$ cat config.mk
export PLATFORM = sky130hd
export DESIGN_NAME = alu_flat
export DESIGN_NICKNAME = d
export VERILOG_FILES = /design/src/rtl/alu_pkg.sv /design/src/rtl/alu_if.sv /design/src/rtl/alu_core.sv /design/src/rtl/alu.sv /design/src/flat_wrapper.sv
export SDC_FILE = /design/constraint.sdc
export NUM_CORES = 1
export LEC_CHECK = 0
export ABC_AREA = 1
export ABC_CLOCK_PERIOD_IN_PS = 3600
export BUFFER_PORTS_ARGS = -buffer_cell sky130_fd_sc_hd__buf_4
export CORE_MARGIN = 2
export CORE_UTILIZATION = 58
export CTS_BUF_LIST = sky130_fd_sc_hd__clkbuf_8
export CTS_CLUSTER_DIAMETER = 80
export DETAILED_ROUTE_END_ITERATION = 7
export GPL_TIMING_DRIVEN = 0
export HOLD_SLACK_MARGIN = 0.03
export PLACE_DENSITY = 0.93
export SLEW_MARGIN = 10
export SYNTH_ARGS = -nofsm -noshare
export SYNTH_HDL_FRONTEND = slang
export SYNTH_HIERARCHICAL = 1
export SYNTH_SLANG_ARGS = --single-unit
$ cat constraint.sdc
create_clock -name clk -period 3.6 [get_ports clk]
set_clock_uncertainty 0.1 [all_clocks]
set_input_delay 0.72 -clock clk [delete_from_list [all_inputs] [get_ports clk]]
set_output_delay 0.72 -clock clk [all_outputs]
set_load 0.02 [all_outputs]
$ cat src/rtl/alu_pkg.sv
// Shared types and constants for the Hack-style ALU: operand width, control
// bit bundle and the named control encodings used by the datapath.
package alu_pkg;

    localparam int ALU_W = 16;

    typedef struct packed {
        logic zx;
        logic nx;
        logic zy;
        logic ny;
        logic f;
        logic no;
    } alu_ctrl_t;

    // Encodings written as {zx,nx,zy,ny,f,no}
    localparam logic [5:0] ALU_ZERO      = 6'b101010;
    localparam logic [5:0] ALU_ONE       = 6'b111111;
    localparam logic [5:0] ALU_NEG_ONE   = 6'b111010;
    localparam logic [5:0] ALU_X         = 6'b001100;
    localparam logic [5:0] ALU_Y         = 6'b110000;
    localparam logic [5:0] ALU_X_PLUS_Y  = 6'b000010;
    localparam logic [5:0] ALU_X_MINUS_Y = 6'b010011;
    localparam logic [5:0] ALU_Y_MINUS_X = 6'b000111;
    localparam logic [5:0] ALU_X_AND_Y   = 6'b000000;
    localparam logic [5:0] ALU_X_OR_Y    = 6'b010101;

    function automatic alu_ctrl_t to_ctrl(input logic [5:0] bits);
        return alu_ctrl_t'(bits);
    endfunction

endpackage

$ cat src/rtl/alu_if.sv
// Operand/control/result bundle between the operand sources and the ALU.
// The master drives operands and controls; the slave (the ALU) returns results.
interface alu_if #(
    parameter int WIDTH = 16
);
    logic             in_valid;
    logic [WIDTH-1:0] x;
    logic [WIDTH-1:0] y;
    logic             zx;
    logic             nx;
    logic             zy;
    logic             ny;
    logic             f;
    logic             no;
    logic [WIDTH-1:0] out;
    logic             zr;
    logic             ng;
    logic             out_valid;

    modport master (
        output in_valid, x, y, zx, nx, zy, ny, f, no,
        input  out, zr, ng, out_valid
    );

    modport slave (
        input  in_valid, x, y, zx, nx, zy, ny, f, no,
        output out, zr, ng, out_valid
    );
endinterface

$ cat src/rtl/alu_core.sv
// Purely combinational Hack ALU: operand preset/invert, add-or-and, optional
// output invert, and zero/negative flags taken from the final result.
module alu_core
    import alu_pkg::*;
#(
    parameter int WIDTH = ALU_W
) (
    input  logic [WIDTH-1:0] x,
    input  logic [WIDTH-1:0] y,
    input  alu_ctrl_t        ctrl,
    output logic [WIDTH-1:0] res,
    output logic             zr,
    output logic             ng
);

    logic [WIDTH-1:0] x1;
    logic [WIDTH-1:0] x2;
    logic [WIDTH-1:0] y1;
    logic [WIDTH-1:0] y2;
    logic [WIDTH-1:0] r;

    assign x1 = ctrl.zx ? '0 : x;
    assign x2 = ctrl.nx ? ~x1 : x1;
    assign y1 = ctrl.zy ? '0 : y;
    assign y2 = ctrl.ny ? ~y1 : y1;

    // Sum is truncated to WIDTH; carry and overflow are intentionally dropped.
    assign r   = ctrl.f ? (x2 + y2) : (x2 & y2);
    assign res = ctrl.no ? ~r : r;

    assign zr = (res == '0);
    assign ng = res[WIDTH-1];

endmodule

$ cat src/rtl/alu.sv
// Registered Hack ALU: one-cycle latency, one operation per cycle, results
// and flags hold while no new operation is sampled.
module alu
    import alu_pkg::*;
#(
    parameter int WIDTH = ALU_W
) (
    input  logic  clk,
    input  logic  rst,
    alu_if.slave  bus
);

    alu_ctrl_t        ctrl;
    logic [WIDTH-1:0] res;
    logic             res_zr;
    logic             res_ng;

    assign ctrl = to_ctrl({bus.zx, bus.nx, bus.zy, bus.ny, bus.f, bus.no});

    alu_core #(
        .WIDTH (WIDTH)
    ) u_core (
        .x    (bus.x),
        .y    (bus.y),
        .ctrl (ctrl),
        .res  (res),
        .zr   (res_zr),
        .ng   (res_ng)
    );

    // Reset wins over in_valid, so an operation sampled during reset is lost.
    always_ff @(posedge clk) begin
        if (rst) begin
            bus.out       <= '0;
            bus.zr        <= 1'b1;
            bus.ng        <= 1'b0;
            bus.out_valid <= 1'b0;
        end else begin
            bus.out_valid <= bus.in_valid;
            if (bus.in_valid) begin
                bus.out <= res;
                bus.zr  <= res_zr;
                bus.ng  <= res_ng;
            end
        end
    end

endmodule

$ cat src/flat_wrapper.sv
// flat-port wrapper written by rule: the top's interface ports become plain ports
module alu_flat import alu_pkg::*;
#(
    parameter int WIDTH = ALU_W
)
  (clk, rst, bus_in_valid, bus_x, bus_y, bus_zx, bus_nx, bus_zy, bus_ny, bus_f, bus_no, bus_out, bus_zr, bus_ng, bus_out_valid);
  alu_if #(.WIDTH(WIDTH)) bus_i ();
  input  logic clk;
  input  logic rst;
  input wire logic [$bits(bus_i.in_valid)-1:0] bus_in_valid;
  input wire logic [$bits(bus_i.x)-1:0] bus_x;
  input wire logic [$bits(bus_i.y)-1:0] bus_y;
  input wire logic [$bits(bus_i.zx)-1:0] bus_zx;
  input wire logic [$bits(bus_i.nx)-1:0] bus_nx;
  input wire logic [$bits(bus_i.zy)-1:0] bus_zy;
  input wire logic [$bits(bus_i.ny)-1:0] bus_ny;
  input wire logic [$bits(bus_i.f)-1:0] bus_f;
  input wire logic [$bits(bus_i.no)-1:0] bus_no;
  output wire logic [$bits(bus_i.out)-1:0] bus_out;
  output wire logic [$bits(bus_i.zr)-1:0] bus_zr;
  output wire logic [$bits(bus_i.ng)-1:0] bus_ng;
  output wire logic [$bits(bus_i.out_valid)-1:0] bus_out_valid;
  assign bus_i.in_valid = bus_in_valid;
  assign bus_i.x = bus_x;
  assign bus_i.y = bus_y;
  assign bus_i.zx = bus_zx;
  assign bus_i.nx = bus_nx;
  assign bus_i.zy = bus_zy;
  assign bus_i.ny = bus_ny;
  assign bus_i.f = bus_f;
  assign bus_i.no = bus_no;
  assign bus_out = bus_i.out;
  assign bus_zr = bus_i.zr;
  assign bus_ng = bus_i.ng;
  assign bus_out_valid = bus_i.out_valid;
  alu #(.WIDTH(WIDTH)) u_core (.clk(clk), .rst(rst), .bus(bus_i));
endmodule
==> results of run 1 <==
-- cell type report --
cell class                 count  area [µm²]
multi-input combinational    402        2040
fill                         435        1330
timing repair buffer          55         413
sequential                    19         380
inverter                      99         375
buffer                        17         123
tap                           67        83.8
clock buffer                   3        41.3
clock inverter                 1        5.00
-- critical path, delay by kind of cell --
kind	cells	cell delay [ns]
XOR/XNOR	1	0.19
adder cells (fa/ha/maj)	1	0.45
buffers and inverters	3	0.79
AND/OR/NAND/NOR	15	1.24
-- layer usage --
metal  track usage [%]  vias up  wire length, µm
li1                  -     1719                -
met1              30.6     1354             3000
met2              48.1       94             3320
met3              1.47        2              351
met4              4.37        0                8
met5                 0        -                0
-- metrics by stage --
step / std cells / setup TNS, ns / hold slack, ns / total power, W / setup slack, ns
2_1_floorplan: 538 / 0 / 0.441 / 0.000775 / 0.346
3_3_place_gp: 660 / -0.0867 / 0.347 / 0.000921 / -0.0867
3_5_place_dp: 660 / -0.178 / 0.350 / 0.000940 / -0.168
4_1_cts: 664 / 0 / 0.368 / 0.00108 / 0.0872
5_1_grt: 663 / 0 / 0.394 / 0.00120 / 0.0330
6_report: 663 / 0 / 0.370 / 0.00109 / 0.310
-- how the worst max path moves through the flow --
stage	to	from	cells after the start
after floorplan	u_core/bus.zr	bus_nx	20
after CTS	u_core/bus.zr	bus_zx	22
after global placement	u_core/bus.zr	bus_zx	22
after detailed placement	u_core/bus.zr	bus_zx	22
after global routing	u_core/bus.zr	bus_ny	20
final	u_core/bus.zr	bus_ny	20
-- cells in the mapped netlist, types with 5 or more instances --
| master | number |
|---|---|
| dfxtp_1 | 19 |
| nand2_2 | 11 |
| xor2_1 | 31 |
| buf_2 | 6 |
| clkbuf_1 | 5 |
| nand3_1 | 55 |
| ha_1 | 16 |
| nand3_2 | 8 |
| nor2_1 | 49 |
| a21oi_1 | 10 |
| inv_1 | 94 |
| nand2_1 | 204 |
| inv_2 | 5 |
-- power breakdown --
part           switching, W  total, W  leakage [nW]  internal, W
logic              0.000431  0.000702          1.95     0.000271
registers         0.0000105  0.000241         0.158     0.000231
clock network     0.0000651  0.000142        0.0255    0.0000767
total              0.000507   0.00109          2.13     0.000579
-- cells by family (layout without fill, tap and decap cells) --
logic type / count (synthesis) / in the layout / share of synthesized area, %
adders and majority gates: 17 / 17 / 7.55
xor gates and xnor gates: 32 / 32 / 9.61
buffers and inverters: 117 / 175 / 17.0
DFF: 19 / 19 / 13.0
and+or+nand+nor: 341 / 341 / 50.5
AOI/OAI and AO/OA: 12 / 12 / 2.27
-- flip-flops by register name (all words and copies together), names as in the netlist --
register and cells:
u_core/bus.ng 1, u_core/bus.out 16, u_core/bus.out_valid 1, u_core/bus.zr 1
==> reports/metrics.csv, run 1 <==
metric,value,unit
CP max stage delay,0.45,ns
Post-Layout Inst Area,3460,µm²
CTS root buf,clkbuf_8,
Starting DRT DRC Count,116,
ratio of cells with drive above 1 in the final layout,18.1,%
routed len/inst,10.1,µm
crit-path most repeated cell,nand2_1,
Pleak,2.13,nW
post-synth top area cell,nand2_1,
Worst R2R End,u_core/bus.out[0],
num rows,25,
H-tree depth,1,
worst path required time,3.70,ns
die area,5610,µm²
grt ovf,0,
hold buffers post-CTS,0,
antenna violations before repair,0,
"flops & latches, synth",19,
Power Density,314,nW/µm²
CTS Buf Count,3,
top_reg_cell synth,dfxtp_1,
antenna fix cells,0,
final hold violations,0,
io pins,60,
IO buf count,55,
Finish-stage setup viols,0,
routed wire length,6680,µm
Hold Startpoint,u_core/bus.zr,
post-cts resize count,0,
Area contributors post-synth,"nand2_1 26%, dfxtp_1 13%, inv_1 12%",
CTS tree,yes,
Setup Crit Path Kind,in -> reg,
Max Cap Violations,0,
"EDFF count, synth",0,
hold crit path type,reg -> reg,
Area Growth Syn to Fin,18.7,%
Synth cell types,27,
Clock Pin Slew Worst Setup and Hold Paths,0.07,ns
r2r startpoint,u_core/bus.out[0],
Final Cycle Share,91.4,%
Synth top area share,26.3,%
ANT nets after route,0,
Mapped Area,2920,µm²
peak supply drop,0.000163,V
Slew @ Worst Pin,0.420,ns
fin crit period,3.29,ns
Placeable Area,4790,µm²
end of the worst hold path,u_core/bus.zr,
asr flop ratio synth,0,%
FMAX,304,MHz
hold path cells,2,
first-pass GRT wire length,11500,µm
"Slowest-stage cell, CP",fa_1,
Via density,4.78,
critical path endpoint category,flip-flop,
Rel. slew slack,72.0,%
number of global-route vias before repair,2839,
final slew viol count,0,
cells on worst reg2reg path,2,
final core utilization,72.3,%
CTS Buffer Depth,2,
Initial Utilization,60.9,%
YS warnings,6,
crit-path max FO,10,
"commonest non-fill, non-tap cell in the layout",nand2_1,
Gate Count Post-Synth,538,
crit path DAT,3.39,ns
first-pass iteration count of the detailed router,5,
largest net degree at the start of global routing,12,
worst path cell trace,"clkbuf_1, buf_2, xor2_1, inv_1, fa_1, nand3_1, nand2_1, nand2_1, nand2_1, nand2_2, nand2_1, nand2_1, nand3_1, nand3_1, nand2_1, nor2_1, nand2_1, nor2_1, nand2_1, nand3_1",
Die Ht,74.9,µm
routability cong.,0.885,
Sink Count,19,
status,completed,
hpwl dp,5800,µm
overall routing resource usage,25.0,%
Final nets,655,
DRC viols,0,
Post-CTS Setup Inserts,0,
crit path launch type,input port,
r2r setup slk,2.91,ns
RSZ-0062 raised after global routing,no,
Clock Latency Late Sink,0.25,ns
syn_nets,596,
vias,3169,
"commonest cells after routing, fill and taps aside","204 x nand2_1, 93 x inv_1, 57 x buf_4",
"Seq/Total Area, Yosys",13.0,%
Mean Syn Cell Area,5.42,µm²
Die Width,74.9,µm
Post-DP Area,3410,µm²
(Power assumes the default switching activity.)
==> run 2, diff against run 1 <==
--- a/config.mk
+++ b/config.mk
@@ -8,6 +8,7 @@
 export ABC_AREA = 1
 export ABC_CLOCK_PERIOD_IN_PS = 3600
 export BUFFER_PORTS_ARGS = -buffer_cell sky130_fd_sc_hd__buf_4
+export CORE_ASPECT_RATIO = 0.8
 export CORE_MARGIN = 2
 export CORE_UTILIZATION = 58
 export CTS_BUF_LIST = sky130_fd_sc_hd__clkbuf_8
==> reports/metrics.csv, run 2 (synthesis gave the netlist of run 1 again) <==
metric,value,unit,change
hold buffers post-CTS,0,,unchanged
worst path required time,3.70,ns,about the same
CTS tree,yes,,unchanged
Final Cycle Share,92.6,%,was 91.4%
Via density,4.97,,was 4.78
crit-path max FO,10,,unchanged
crit path launch type,input port,,unchanged
Initial Utilization,59.2,%,was 60.9%
num rows,23,,was 25
final core utilization,70.2,%,was 72.3%
CTS root buf,clkbuf_8,,unchanged
max reg flops,16,,unchanged
Power Density,319,nW/µm²,was 314 nW/µm²
final slew viol count,0,,unchanged
Starting DRT DRC Count,192,,was 116
Max Cap Violations,0,,unchanged
setup TNS,0,ns,unchanged
first-pass iteration count of the detailed router,5,,unchanged
Rel. slew slack,70.5,%,was 72.0%
ANT nets after route,0,,unchanged
RSZ-0062 raised after global routing,no,,unchanged
Non-Filler Instances,658,,was 663
final hold violations,0,,unchanged
CTS Buf Count,3,,unchanged
ratio of cells with drive above 1 in the final layout,18.1,%,unchanged
FMAX,300,MHz,was 304 MHz
hpwl dp,6160,µm,was 5800 µm
hold crit path type,reg -> reg,,unchanged
die area,5610,µm²,about the same
first-pass GRT wire length,12600,µm,was 11500 µm
largest reg by FF count,u_core/bus.out,,unchanged
Setup Crit Path Kind,in -> reg,,unchanged
Slew @ Worst Pin,0.442,ns,was 0.420 ns
Final nets,655,,unchanged
"commonest non-fill, non-tap cell in the layout",nand2_1,,unchanged
routed wire length,7250,µm,was 6680 µm
peak supply drop,0.000258,V,was 0.000163 V
"commonest cells after routing, fill and taps aside","204 x nand2_1, 93 x inv_1, 57 x buf_4",,unchanged
end of the worst hold path,u_core/bus.zr,,unchanged
routability cong.,0.933,,was 0.885
fin crit period,3.34,ns,was 3.29 ns
Post-CTS Setup Inserts,0,,unchanged
Hold Startpoint,u_core/bus.zr,,unchanged
H-tree depth,1,,unchanged
placed cell count,655,,was 660
routed len/inst,11.0,µm,was 10.1 µm
IO buf count,55,,unchanged
Clock Latency Late Sink,0.25,ns,about the same
Die Width,83.3,µm,was 74.9 µm
overall routing resource usage,26.7,%,was 25.0%
CTS Buffer Depth,2,,unchanged
vias,3269,,was 3169
Worst R2R End,u_core/bus.out[0],,unchanged
Sink Count,19,,unchanged
r2r setup slk,2.90,ns,was 2.91 ns
Pleak,2.13,nW,unchanged
Die Ht,67.4,µm,was 74.9 µm
cells on worst reg2reg path,2,,unchanged
antenna violations before repair,0,,unchanged
antenna fix cells,0,,unchanged
Finish-stage setup viols,0,,unchanged
largest net degree at the start of global routing,12,,unchanged
critical path endpoint category,flip-flop,,unchanged
r2r startpoint,u_core/bus.out[0],,unchanged
Placeable Area,4920,µm²,was 4790 µm²
DRC viols,0,,unchanged
number of global-route vias before repair,2927,,was 2839
Clock Pin Slew Worst Setup and Hold Paths,0.07,ns,about the same
Pwr Total,0.00110,W,was 0.00109 W
status,completed,,unchanged
io pins,60,,unchanged
Area Growth Syn to Fin,18.5,%,was 18.7%
hold path cells,2,,unchanged
grt ovf,0,,unchanged
crit path DAT,3.43,ns,was 3.39 ns
[run 2: cell counts in the layout (fill, tap and decap cells not counted)]
Identical to the previous run, type by type.
[run 2: worst max-delay path, cell delays in order]
cell	delay [ns]
clkbuf_1	0.32
buf_2	0.35
xor2_1	0.17
inv_1	0.07
ha_1	0.37
nand2_1	0.15
inv_1	0.10
nand3_1	0.10
nand2_1	0.12
nand3_1	0.13
nand3_1	0.11
nand3_1	0.11
nand2_1	0.08
nand2_1	0.05
nand2_1	0.11
nand3_1	0.09
nor2_1	0.11
nand2_1	0.06
nand3_1	0.07
[run 2: report_power, final]
group / total (W) / switching (W) / internal [W] / leakage [nW]
clock network: 0.000144 / 0.0000676 / 0.0000767 / 0.0255
registers: 0.000240 / 0.00000982 / 0.000230 / 0.158
logic: 0.000716 / 0.000445 / 0.000272 / 1.95
[run 2: worst max path at each step]
stage / from / slack, ns / cells past startpoint / endpoint
finish: bus_ny / 0.26 / 19 / u_core/bus.zr
global route: bus_ny / 0.03 / 20 / u_core/bus.zr
CTS: bus_zx / 0.10 / 22 / u_core/bus.zr
detailed placement: bus_zx / -0.16 / 22 / u_core/bus.zr
global placement: bus_zx / -0.06 / 22 / u_core/bus.zr
floorplan: bus_nx / 0.35 / 20 / u_core/bus.zr
[run 2: layout make-up]
cell class,instances,area [µm²]
inverters,99,375
multi-input cells,402,2040
repair buffers,55,413
flip-flops and latches,19,380
fillers,443,1470
plain buffers,17,123
clock buffers,3,41.3
well taps,62,77.6
clock inverters,1,5.00
[run 2: metrics by stage]
stage                     hold slack (ns)  instance area [µm²]  setup WS [ns]
final                               0.363                 3450          0.265
after global routing                0.400                 3450         0.0251
after CTS                           0.368                 3450          0.104
after detailed placement            0.349                 3410         -0.155
after global placement              0.349                 3410        -0.0584
after floorplan                     0.441                 2920          0.346
[run 2: timing repair]
item,4_1_cts,5_1_grt
endpoints found under the hold margin,0,0
resized for setup,0,5
setup endpoints to repair,0,4
[run 2: metal layers]
layer  track usage, %  vias up  routed length (µm)
li1                 -     1720                   -
met1             35.4     1440                3320
met2             49.3      105                3460
met3             2.20        4                 427
met4             3.48        0                  32
met5                0        -                   0
==> run 3, diff against run 2 <==
--- a/config.mk
+++ b/config.mk
@@ -16,7 +16,7 @@
 export DETAILED_ROUTE_END_ITERATION = 7
 export GPL_TIMING_DRIVEN = 0
 export HOLD_SLACK_MARGIN = 0.03
-export PLACE_DENSITY = 0.93
+export PLACE_DENSITY = 0.89
 export SLEW_MARGIN = 10
 export SYNTH_ARGS = -nofsm -noshare
 export SYNTH_HDL_FRONTEND = slang
==> reports/metrics.csv, run 3 (synthesis gave the netlist of run 1 again) <==
metric,value,unit,change
first-pass GRT wire length,12100,µm,was 12600 µm
antenna violations before repair,0,,unchanged
critical path endpoint category,flip-flop,,unchanged
largest reg by FF count,u_core/bus.out,,unchanged
CTS Buffer Depth,2,,unchanged
grt ovf,0,,unchanged
routability cong.,0.905,,was 0.933
Die Ht,67.4,µm,unchanged
io pins,60,,unchanged
hold crit path type,reg -> reg,,unchanged
Clock Pin Slew Worst Setup and Hold Paths,0.07,ns,about the same
P_sw,0.000516,W,was 0.000522 W
Via density,5.04,,was 4.97
IO buf count,55,,unchanged
"commonest cells after routing, fill and taps aside","204 x nand2_1, 94 x inv_1, 57 x buf_4",,"was 204 x nand2_1, 93 x inv_1, 57 x buf_4"
routed wire length,6930,µm,was 7250 µm
"Slowest-stage cell, CP",fa_1,,was ha_1
placed cell count,655,,unchanged
worst path cell trace,"buf_4, inv_1, clkbuf_2, nand2_1, xor2_1, inv_1, fa_1, nand3_1, nand2_1, nand2_1, nand2_1, nand2_2, nand2_1, nand2_1, nand3_1, nand3_1, nand2_1, nor2_1, nand2_1, nor2_1, nand2_1, nand3_1",,"was clkbuf_1, buf_2, xor2_1, inv_1, ha_1, nand2_1, inv_1, nand3_1, nand2_1, nand3_1, nand3_1, nand3_1, nand2_1, nand2_1, nand2_1, nand3_1, nor2_1, nand2_1, nand3_1"
first-pass iteration count of the detailed router,7,,was 5
crit-path most repeated cell,nand2_1,,
ANT nets after route,0,,unchanged
peak supply drop,0.000210,V,was 0.000258 V
hold buffers post-CTS,0,,unchanged
final hold violations,0,,unchanged
Area Growth Syn to Fin,18.7,%,was 18.5%
switching part of the total power,47.2,%,was 47.4%
max reg flops,16,,unchanged
P_int,0.000578,W,was 0.000579 W
Pleak,2.14,nW,was 2.13 nW
final hold slack,0.372,ns,was 0.363 ns
Final nets,655,,unchanged
RSZ-0062 raised after global routing,no,,unchanged
CP max stage delay,0.45,ns,was 0.37 ns
Setup Crit Path Kind,in -> reg,,unchanged
ratio of cells with drive above 1 in the final layout,18.1,%,unchanged
Pwr Total,0.00109,W,was 0.00110 W
DRC viols,0,,unchanged
Die Width,83.3,µm,unchanged
antenna fix cells,0,,unchanged
multi-input logic area,2040,µm²,unchanged
Gate power share,65.0,%,was 65.1%
pre-CTS worst setup slack,-0.202,ns,was -0.155 ns
Max Cap Violations,0,,unchanged
fill count,450,,was 443
post-cts resize count,0,,unchanged
clock power share,13.0,%,was 13.1%
Final Cycle Share,93.0,%,was 92.6%
crit path DAT,3.45,ns,was 3.43 ns
Reg area,380,µm²,unchanged
hpwl dp,5860,µm,was 6160 µm
die area,5610,µm²,unchanged
Top delay family on crit path,simple AND/OR/NAND/NOR gates,,unchanged
status,completed,,unchanged
Reg power frac,22.0,%,was 21.8%
crit path launch type,input port,,unchanged
final core utilization,70.3,%,was 70.2%
number of global-route vias before repair,3016,,was 2927
FMAX,299,MHz,was 300 MHz
Initial Utilization,59.2,%,unchanged
Sink Count,19,,unchanged
crit path buf inv count,4,,unchanged
overall routing resource usage,25.2,%,was 26.7%
Power Density,316,nW/µm²,was 319 nW/µm²
Post-CTS Setup Inserts,0,,unchanged
worst path required time,3.70,ns,about the same
H-tree depth,1,,unchanged
routed len/inst,10.5,µm,was 11.0 µm
Non-Filler Instances,658,,unchanged
CTS tree,yes,,unchanged
Rel. slew slack,72.5,%,was 70.5%
vias,3315,,was 3269
"crit path setup slack, layout",0.250,ns,was 0.265 ns
crit-path max FO,10,,unchanged
Clock Latency Late Sink,0.25,ns,about the same
largest net degree at the start of global routing,11,,was 12
CTS Buf Count,3,,unchanged
final slew viol count,0,,unchanged
Slew @ Worst Pin,0.413,ns,was 0.442 ns
CTS root buf,clkbuf_8,,unchanged
"commonest non-fill, non-tap cell in the layout",nand2_1,,unchanged
Starting DRT DRC Count,196,,was 192
num rows,23,,unchanged
Placeable Area,4920,µm²,unchanged
Finish-stage setup viols,0,,unchanged
fin crit period,3.35,ns,was 3.34 ns
## run 3: changes by cell type in the layout (fill, tap and decap cells not counted), sizes merged
cell    change
buf         -2
clkbuf      +2
clkinv      -1
inv         +1
## run 3: worst reg2reg max path, delay by kind of cell, from the launching register on
kind	cells	cell delay, ns
flops	1	0.31
simple gates	2	0.18
## run 3: area by class of cell
class,count,area share (%)
Multi-Input combinational cell,402,59.0
Timing Repair Buffer,55,11.9
Sequential cell,19,11.0
Inverter,99,10.8
Buffer,17,3.73
Tap cell,62,2.24
Clock buffer,3,1.19
Clock inverter,1,0.108
## run 3: path summary, 6_finish.rpt
kind | to | startpoint | slack [ns] | cells past startpoint
setup reg to reg | u_core/bus.out[13] | u_core/bus.out[13] | 2.91 | 2
setup / recovery | u_core/bus.zr | bus_zy | 0.25 | 22
hold reg to reg | u_core/bus.out[0] | u_core/bus.out[0] | 0.37 | 2
hold / removal | u_core/bus.out[0] | u_core/bus.out[0] | 0.37 | 2
## run 3: layer usage
layer | GRT usage, % | part of all wire, %
met1 | 30.5 | 46
met2 | 47.7 | 47
met3 | 4.65 | 6.1
met4 | 4.51 | 0.45
met5 | 0 | 0
## run 3: metrics by stage
stage	instance area, µm²	setup TNS, ns
floorplan	2920	0
global placement	3410	-0.120
detailed placement	3410	-0.245
CTS	3450	0
global route	3460	0
finish	3460	0
## run 3: power by group through the flow
stage	clock network [W]	registers (W)	logic, W
final	0.000142	0.000241	0.000711
after global routing	0.000153	0.000243	0.000803
after CTS	0.000146	0.000241	0.000702
after detailed placement	0	0.000245	0.000699
after global placement	0	0.000245	0.000673
after floorplan	0	0.000269	0.000506
